[src/rtl/simple_processor_pkg.sv]
// Shared processor types: data width, execution function codes, LSU state.
package simple_processor_pkg;

  localparam int DATA_WIDTH          = 32;
  localparam int LSU_TIMEOUT_DEFAULT = 16;

  typedef enum logic [2:0] {
    ADD,
    SUB,
    SLL,
    SLT,
    LOAD,
    STORE,
    BRANCH,
    JUMP
  } func_t;

  typedef enum logic [1:0] {
    LSU_IDLE,
    LSU_WAIT,
    LSU_RESP
  } lsu_state_t;

endpackage

[src/rtl/dmem_lsu_ctrl_if.sv]
// DMEM request/ack bus between the LSU controller (master) and data memory.
interface dmem_lsu_ctrl_if;
  import simple_processor_pkg::*;

  logic                  dmem_req_o;
  logic [DATA_WIDTH-1:0] dmem_addr_o;
  logic                  dmem_we_o;
  logic [DATA_WIDTH-1:0] dmem_wdata_o;
  logic [DATA_WIDTH-1:0] dmem_rdata_i;
  logic                  dmem_ack_i;

  modport master (
    output dmem_req_o, dmem_addr_o, dmem_we_o, dmem_wdata_o,
    input  dmem_rdata_i, dmem_ack_i
  );

  modport slave (
    input  dmem_req_o, dmem_addr_o, dmem_we_o, dmem_wdata_o,
    output dmem_rdata_i, dmem_ack_i
  );
endinterface

[src/rtl/dmem_lsu_ctrl.sv]
// Load/store handshake controller: one registered req/ack transaction per
// memory op, stalls upstream while outstanding, bounded by a timeout.
module dmem_lsu_ctrl
  import simple_processor_pkg::*;
#(
  parameter int TIMEOUT_CYCLES = LSU_TIMEOUT_DEFAULT
) (
  input  logic                  clk_i,
  input  logic                  arst_i,
  input  logic                  exe_valid_i,
  input  func_t                 exe_func_i,
  input  logic [DATA_WIDTH-1:0] exe_addr_i,
  input  logic [DATA_WIDTH-1:0] exe_wdata_i,
  output logic                  stall_o,
  output logic                  rd_valid_o,
  output logic [DATA_WIDTH-1:0] rd_data_o,
  output logic                  err_o,
  dmem_lsu_ctrl_if.master       dmem
);

  localparam int              CNT_W   = $clog2(TIMEOUT_CYCLES);
  localparam logic [CNT_W-1:0] CNT_MAX = CNT_W'(TIMEOUT_CYCLES - 1);

  lsu_state_t       state;
  logic [CNT_W-1:0] cnt;
  logic             mem_op;

  assign mem_op  = exe_valid_i && (exe_func_i == LOAD || exe_func_i == STORE);

  // Upstream holds while an op is being accepted or is outstanding.
  assign stall_o = (state == LSU_IDLE && mem_op) || (state == LSU_WAIT);

  // Transaction FSM; every DMEM-facing signal is a register.
  always_ff @(posedge clk_i or posedge arst_i) begin
    if (arst_i) begin
      state             <= LSU_IDLE;
      cnt               <= '0;
      dmem.dmem_req_o   <= 1'b0;
      dmem.dmem_we_o    <= 1'b0;
      dmem.dmem_addr_o  <= '0;
      dmem.dmem_wdata_o <= '0;
      rd_data_o         <= '0;
      rd_valid_o        <= 1'b0;
      err_o             <= 1'b0;
    end else begin
      // Result and error strobes are single-cycle pulses.
      rd_valid_o <= 1'b0;
      err_o      <= 1'b0;
      unique case (state)
        LSU_IDLE: begin
          if (mem_op) begin
            dmem.dmem_addr_o  <= exe_addr_i;
            dmem.dmem_wdata_o <= exe_wdata_i;
            dmem.dmem_we_o    <= (exe_func_i == STORE);
            dmem.dmem_req_o   <= 1'b1;
            cnt               <= '0;
            state             <= LSU_WAIT;
          end
        end
        LSU_WAIT: begin
          // Ack has priority over a coincident timeout.
          if (dmem.dmem_ack_i) begin
            dmem.dmem_req_o <= 1'b0;
            dmem.dmem_we_o  <= 1'b0;
            if (!dmem.dmem_we_o) begin
              rd_data_o  <= dmem.dmem_rdata_i;
              rd_valid_o <= 1'b1;
            end
            state <= LSU_RESP;
          end else if (cnt == CNT_MAX) begin
            dmem.dmem_req_o <= 1'b0;
            err_o           <= 1'b1;
            rd_data_o       <= '0;
            state           <= LSU_RESP;
          end else begin
            cnt <= cnt + 1'b1;
          end
        end
        LSU_RESP: state <= LSU_IDLE;
        default:  state <= LSU_IDLE;
      endcase
    end
  end

endmodule

[src/flat_wrapper.sv]
// flat-port wrapper written by rule: the top's interface ports become plain ports
module dmem_lsu_ctrl_flat import simple_processor_pkg::*;
#(
  parameter int TIMEOUT_CYCLES = LSU_TIMEOUT_DEFAULT
)
  (clk_i, arst_i, exe_valid_i, exe_func_i, exe_addr_i, exe_wdata_i, stall_o, rd_valid_o, rd_data_o, err_o, dmem_dmem_req_o, dmem_dmem_addr_o, dmem_dmem_we_o, dmem_dmem_wdata_o, dmem_dmem_rdata_i, dmem_dmem_ack_i);
  dmem_lsu_ctrl_if dmem_i ();
  input  logic clk_i;
  input  logic arst_i;
  input  logic exe_valid_i;
  input  func_t exe_func_i;
  input  logic [DATA_WIDTH-1:0] exe_addr_i;
  input  logic [DATA_WIDTH-1:0] exe_wdata_i;
  output logic stall_o;
  output logic rd_valid_o;
  output logic [DATA_WIDTH-1:0] rd_data_o;
  output logic err_o;
  output wire logic [$bits(dmem_i.dmem_req_o)-1:0] dmem_dmem_req_o;
  output wire logic [$bits(dmem_i.dmem_addr_o)-1:0] dmem_dmem_addr_o;
  output wire logic [$bits(dmem_i.dmem_we_o)-1:0] dmem_dmem_we_o;
  output wire logic [$bits(dmem_i.dmem_wdata_o)-1:0] dmem_dmem_wdata_o;
  input wire logic [$bits(dmem_i.dmem_rdata_i)-1:0] dmem_dmem_rdata_i;
  input wire logic [$bits(dmem_i.dmem_ack_i)-1:0] dmem_dmem_ack_i;
  assign dmem_dmem_req_o = dmem_i.dmem_req_o;
  assign dmem_dmem_addr_o = dmem_i.dmem_addr_o;
  assign dmem_dmem_we_o = dmem_i.dmem_we_o;
  assign dmem_dmem_wdata_o = dmem_i.dmem_wdata_o;
  assign dmem_i.dmem_rdata_i = dmem_dmem_rdata_i;
  assign dmem_i.dmem_ack_i = dmem_dmem_ack_i;
  dmem_lsu_ctrl #(.TIMEOUT_CYCLES(TIMEOUT_CYCLES)) u_core (.clk_i(clk_i), .arst_i(arst_i), .exe_valid_i(exe_valid_i), .exe_func_i(exe_func_i), .exe_addr_i(exe_addr_i), .exe_wdata_i(exe_wdata_i), .stall_o(stall_o), .rd_valid_o(rd_valid_o), .rd_data_o(rd_data_o), .err_o(err_o), .dmem(dmem_i));
endmodule
[config.mk]
export PLATFORM = sky130hd
export DESIGN_NAME = dmem_lsu_ctrl_flat
export DESIGN_NICKNAME = d
export VERILOG_FILES = /design/src/rtl/simple_processor_pkg.sv /design/src/rtl/dmem_lsu_ctrl_if.sv /design/src/rtl/dmem_lsu_ctrl.sv /design/src/flat_wrapper.sv
export SDC_FILE = /design/constraint.sdc
export NUM_CORES = 1
export LEC_CHECK = 0
export BUFFER_PORTS_ARGS = -buffer_cell sky130_fd_sc_hd__buf_2
export CAP_MARGIN = 20
export CORE_UTILIZATION = 46
export CTS_CLUSTER_DIAMETER = 120
export DETAILED_ROUTE_END_ITERATION = 8
export GPL_ROUTABILITY_DRIVEN = 0
export HOLD_SLACK_MARGIN = 0.02
export PLACE_DENSITY_LB_ADDON = 0.3
export SYNTH_ARGS = -nofsm -noshare
export SYNTH_HDL_FRONTEND = slang
export SYNTH_SLANG_ARGS = --single-unit
[constraint.sdc]
create_clock -name clk_i -period 3.05 [get_ports clk_i]
set_input_delay 0 -clock clk_i [delete_from_list [all_inputs] [get_ports clk_i]]
set_output_delay 0 -clock clk_i [all_outputs]
set_load 0.02 [all_outputs]
== After elaboration in Yosys (flattened, before gate mapping) ==
Index checks and enable logic that the tools add are counted.
W data, S select, Z words.

* Register bits: 106
* Input port bits: 103
* Output and inout bits: 101
* Logic and storage cells: 57

* $add $sub $neg: 1
* Equal/unequal tests: 10
* Muxes and demuxes: 24
* Reductions and logical operators: 13

{| class="wikitable"
|+ Operators with widths
! operator !! number
|-
| $mux W32 || 3
|-
| $mux W4 || 3
|-
| $mux W1 || 11
|-
| $reduce_and A3 Y1 || 3
|-
| $ne A2 B2 Y1 const B || 4
|-
| $pmux W4 S2 || 1
|-
| $eq A3 B3 Y1 const B || 2
|-
| $mux W2 || 3
|-
| $add A4 B1 Y4 const B || 1
|-
| $eq A4 B4 Y1 const B || 1
|-
| $pmux W1 S2 || 2
|-
| $pmux W2 S2 || 1
|-
| $reduce_and A2 Y1 || 2
|-
| $reduce_and A4 Y1 || 1
|-
| $reduce_bool A2 Y1 || 2
|-
| $ne A3 B3 Y1 const B || 1
|-
| $eq A2 B1 Y1 const B || 1
|-
| $logic_and A1 B1 Y1 || 2
|-
| $logic_not A2 Y1 || 1
|-
| $logic_or A1 B1 Y1 || 2
|-
| $ne A2 B1 Y1 const B || 1
|}

== Logic depth before layout (Yosys ltp) ==
* Depth in word-level cells: 5
* Depth in mapped cells: 6
* Gate-level depth less buffers: 4

== Least setup slack after synthesis ==
Ideal clock, no wire load.

* Path type: register to register
* Start: reg u_core.state[1]
* End: reg u_core.dmem.dmem_addr_o[11]
* Library setup time: 127 ps
* Arrival time: 1,379 ps
* Data required time: 2,923 ps
* Path slack: 1,543 ps
* Stages on the path, launching flop included: 6
* Cell sequence: dfrtp_1 -> nand4bb_4 -> nor2_2 -> buf_6 -> buf_6 -> mux2_1

* Longest elaborated chain between the ends: 2

{| class="wikitable"
|+ RTL lines
! item !! RTL line !! RTL
|-
| start, declared || dmem_lsu_ctrl.sv:24 || <nowiki>lsu_state_t state;</nowiki>
|-
| start signal, assigned || dmem_lsu_ctrl.sv:36 || <nowiki>state <= LSU_IDLE;</nowiki>
|-
| start signal, assigned || dmem_lsu_ctrl.sv:57 || <nowiki>state <= LSU_WAIT;</nowiki>
|-
| start signal, assigned || dmem_lsu_ctrl.sv:69 || <nowiki>state <= LSU_RESP;</nowiki>
|-
| $logic_not A2 Y1 || dmem_lsu_ctrl.sv:49 || <nowiki>unique case (state)</nowiki>
|-
| $reduce_and A2 Y1 (no source line) || - ||
|-
| end signal, assigned || dmem_lsu_ctrl.sv:52 || <nowiki>dmem.dmem_addr_o <= exe_addr_i;</nowiki>
|-
| end, declared || dmem_lsu_ctrl_if.sv:13 || <nowiki>output dmem_req_o, dmem_addr_o, dmem_we_o, dmem_wdata_o,</nowiki>
|}

Every way passes these cells.
A chain may end at the register's enable or synchronous reset.

== Worst setup path in the final report ==
* Start: reg u_core.state[1]
* End: reg u_core.dmem.dmem_wdata_o[3]

* Longest elaborated chain between the ends: 2

{| class="wikitable"
|+ RTL lines
! item !! RTL line !! RTL
|-
| $logic_not A2 Y1 || dmem_lsu_ctrl.sv:49 ||
|-
| $reduce_and A2 Y1 (no source line) || - ||
|-
| end signal, assigned || dmem_lsu_ctrl.sv:53 || <nowiki>dmem.dmem_wdata_o <= exe_wdata_i;</nowiki>
|-
| end, declared || dmem_lsu_ctrl_if.sv:13 ||
|}

Every way passes these cells.

==> run summary <==
Via Count: 3,517
Hold_sp: exe_func_i[2]
# clock sinks: 106
WL/cell: 16.88 um
Worst skew pair latency: 0.36 ns
Final worst setup slack: 1.073 ns
Most frequent cells in the layout: buf_2 (203), dfrtp_1 (106), dlygate4sd3_1 (99)
Dpl hpwl: 7240 um
Die ar.: 9615 um2
Synth top area cells: dfrtp_1 (63%), mux2_1 (10%), a21bo_1 (7.1%), mux2_2 (6.9%), nand3_1 (4.4%)
Max Fanout on Critical Path: 26
Number of CTS-inserted buffers: 9
Tot Pwr: 4671 uW
Hold Buf Count CTS: 99
Clk slew on worst S/H paths: 0.10 ns
Port bufs: 203
Post-layout util: 0.7418
Number of flops mapped to enable cells by yosys: 0
Final min period: 1.977 ns
Yosys reg bits: 106
Initial DRC Count: 122
DR vias/cell: 5.010
Failing checks: DRC
CTS-repair resized insts: 0
Row count: 34
Die height: 98.06 um
Syn Area/Cell: 14.69 um2
# diodes: 0
Register area share after synthesis: 0.6250
Drt pass-1 iters: 7
Hold Crit Class: in2reg
Synthesized area: 4244 um2
Max-cap viol count: 0
Synth-to-Final Area Change: 53.92%
First-pass GRT wire length: 19,270 um
Pwr per Cell Area: 715.1 nW/um2
H-Tree Level Count: 3
Post-synthesis cell count: 289
# nets final: 693
Initial core utilization: 0.4820
Maximum VDD drop: 0.0003447 V
Layout cells sized above 1: 0.4360
Top-Level Pins: 204
Setup-failing EPs final: 0
Critical Path AT: 2.21 ns
Drt total wl: 11,850 um
Syn Nets: 393
Status: finished with violations
Top-area cell type share of the netlist area: 0.6250
Core Footprint: 8806 um2
Rel. slew slack: 0.4290
Hold Violations, Final: 0
Total Neg Setup Slack: 0 ns
Initial antenna violation count: 0
Largest net degree at the start of global routing: 71
Global route overflow: 0
Antenna Nets Post-Route: 0
Syn. warnings: 0
CTS tree: yes
Max Root-Sink Buffers: 2
WS Path Type: reg2reg
Synth unique cells: 31
Worst setup EP type: register
Worst Setup SP: u_core.state[1]
Fmax: 505.7 MHz
All-Layer GR Usage: 0.2575
Reg2reg start: u_core.state[1]
Root Buffer: clkbuf_8
Critical path launch point type: register
Commonest non-fill, non-tap cell in the layout: buf_2
Vias in the first global route: 3,758
Pre-CTS setup slack: 1.111 ns
Synth area leader: dfrtp_1
Crit share post-route: 0.6483
Clk_skew: 0.01939 ns
Die width: 98.06 um
Slew Limit Fails: 0
Top_reg_cell synth: dfrtp_1
Ys async rst share: 1.000
# Post-CTS Setup Buffers: 0
Worst-Margin Slew: 0.8565 ns
Critical Path RT: 3.28 ns
Unrepaired setup endpoints after global routing: false
Leak: 0.003444 uW
Drt drc: 17
==> cells in the mapped netlist (2+ instances only) <==
cell and number:
a21bo_1 30, a21bo_2 2, a21oi_1 3, buf_1 2, buf_2 6, buf_4 4
buf_6 6, dfrtp_1 106, inv_1 5, mux2_1 38, mux2_2 26, nand3_1 37
o21ai_0 5, o22ai_1 2
==> worst max-delay path, cell delays in order (launching register included) <==
cell	delay, ns
dfrtp_1	0.47
nand4bb_4	0.28
nor2_4	0.47
buf_12	0.26
mux2_1	0.37
==> per-stage QoR <==
stage          hold slack [ns]  cells  area (um2)
2_1_floorplan           0.1347    289        4244
3_3_place_gp            0.2151    587        5334
3_5_place_dp            0.2223    587        5334
4_1_cts                0.03329    702        6533
5_1_grt                0.05468    702        6533
6_report               0.05325    702        6533
==> final timing paths <==
path	end	slack [ns]	cells after the start
min in group asynchronous	u_core.dmem.dmem_addr_o[29]	0.35	3
min	u_core.state[0]	0.05	3
max reg2reg	u_core.dmem.dmem_wdata_o[3]	1.07	4
min reg2reg	u_core.rd_data_o[29]	0.48	1
max	u_core.dmem.dmem_wdata_o[3]	1.07	4
max in group asynchronous	u_core.dmem.dmem_wdata_o[18]	1.87	4
==> sequential cells by signal (all words and copies together), names as in the netlist <==
| name | cells |
|---|---|
| u_core.dmem.dmem_addr_o | 32 |
| u_core.dmem.dmem_wdata_o | 32 |
| u_core.rd_data_o | 32 |
| u_core.cnt | 4 |
| u_core.state | 2 |
| u_core.dmem.dmem_req_o | 1 |
| u_core.dmem.dmem_we_o | 1 |
| u_core.err_o | 1 |
| u_core.rd_valid_o | 1 |
==> layout make-up <==
type / instances / area [um2]
clock buffer: 10 / 137.6
clock inverter: 6 / 70.07
fill: 573 / 2273
inverter: 5 / 21.27
multi-input combinational: 159 / 1439
sequential: 106 / 2653
tap: 108 / 135.1
timing repair buffer: 308 / 2077
==> routing by layer <==
| layer | GRT usage | routed length [um] | up-vias |
|---|---|---|---|
| li1 | - | - | 1627 |
| met1 | 0.2990 | 4598 | 1750 |
| met2 | 0.4789 | 6395 | 123 |
| met3 | 0.04438 | 644 | 17 |
| met4 | 0.08625 | 211 | 0 |
| met5 | 0 | 0 | - |
==> where the power goes <==
part	leakage [uW]	switching [uW]	internal [uW]	total (uW)
registers	0.00131	245	1830	2080
logic	0.00202	989	706	1700
clock network	0.000108	486	412	898
total	0.00344	1720	2950	4670
==> logic make-up (layout without fill, tap and decap cells) <==
family / Yosys count / after routing / synth area share
simple gates: 47 / 47 / 0.06722
mux: 65 / 65 / 0.1722
flops: 106 / 106 / 0.6250
fa+ha+maj: 1 / 1 / 0.002948
buf+inv: 24 / 329 / 0.03715
compound gates: 46 / 46 / 0.09552
(Power assumes the default switching activity.)
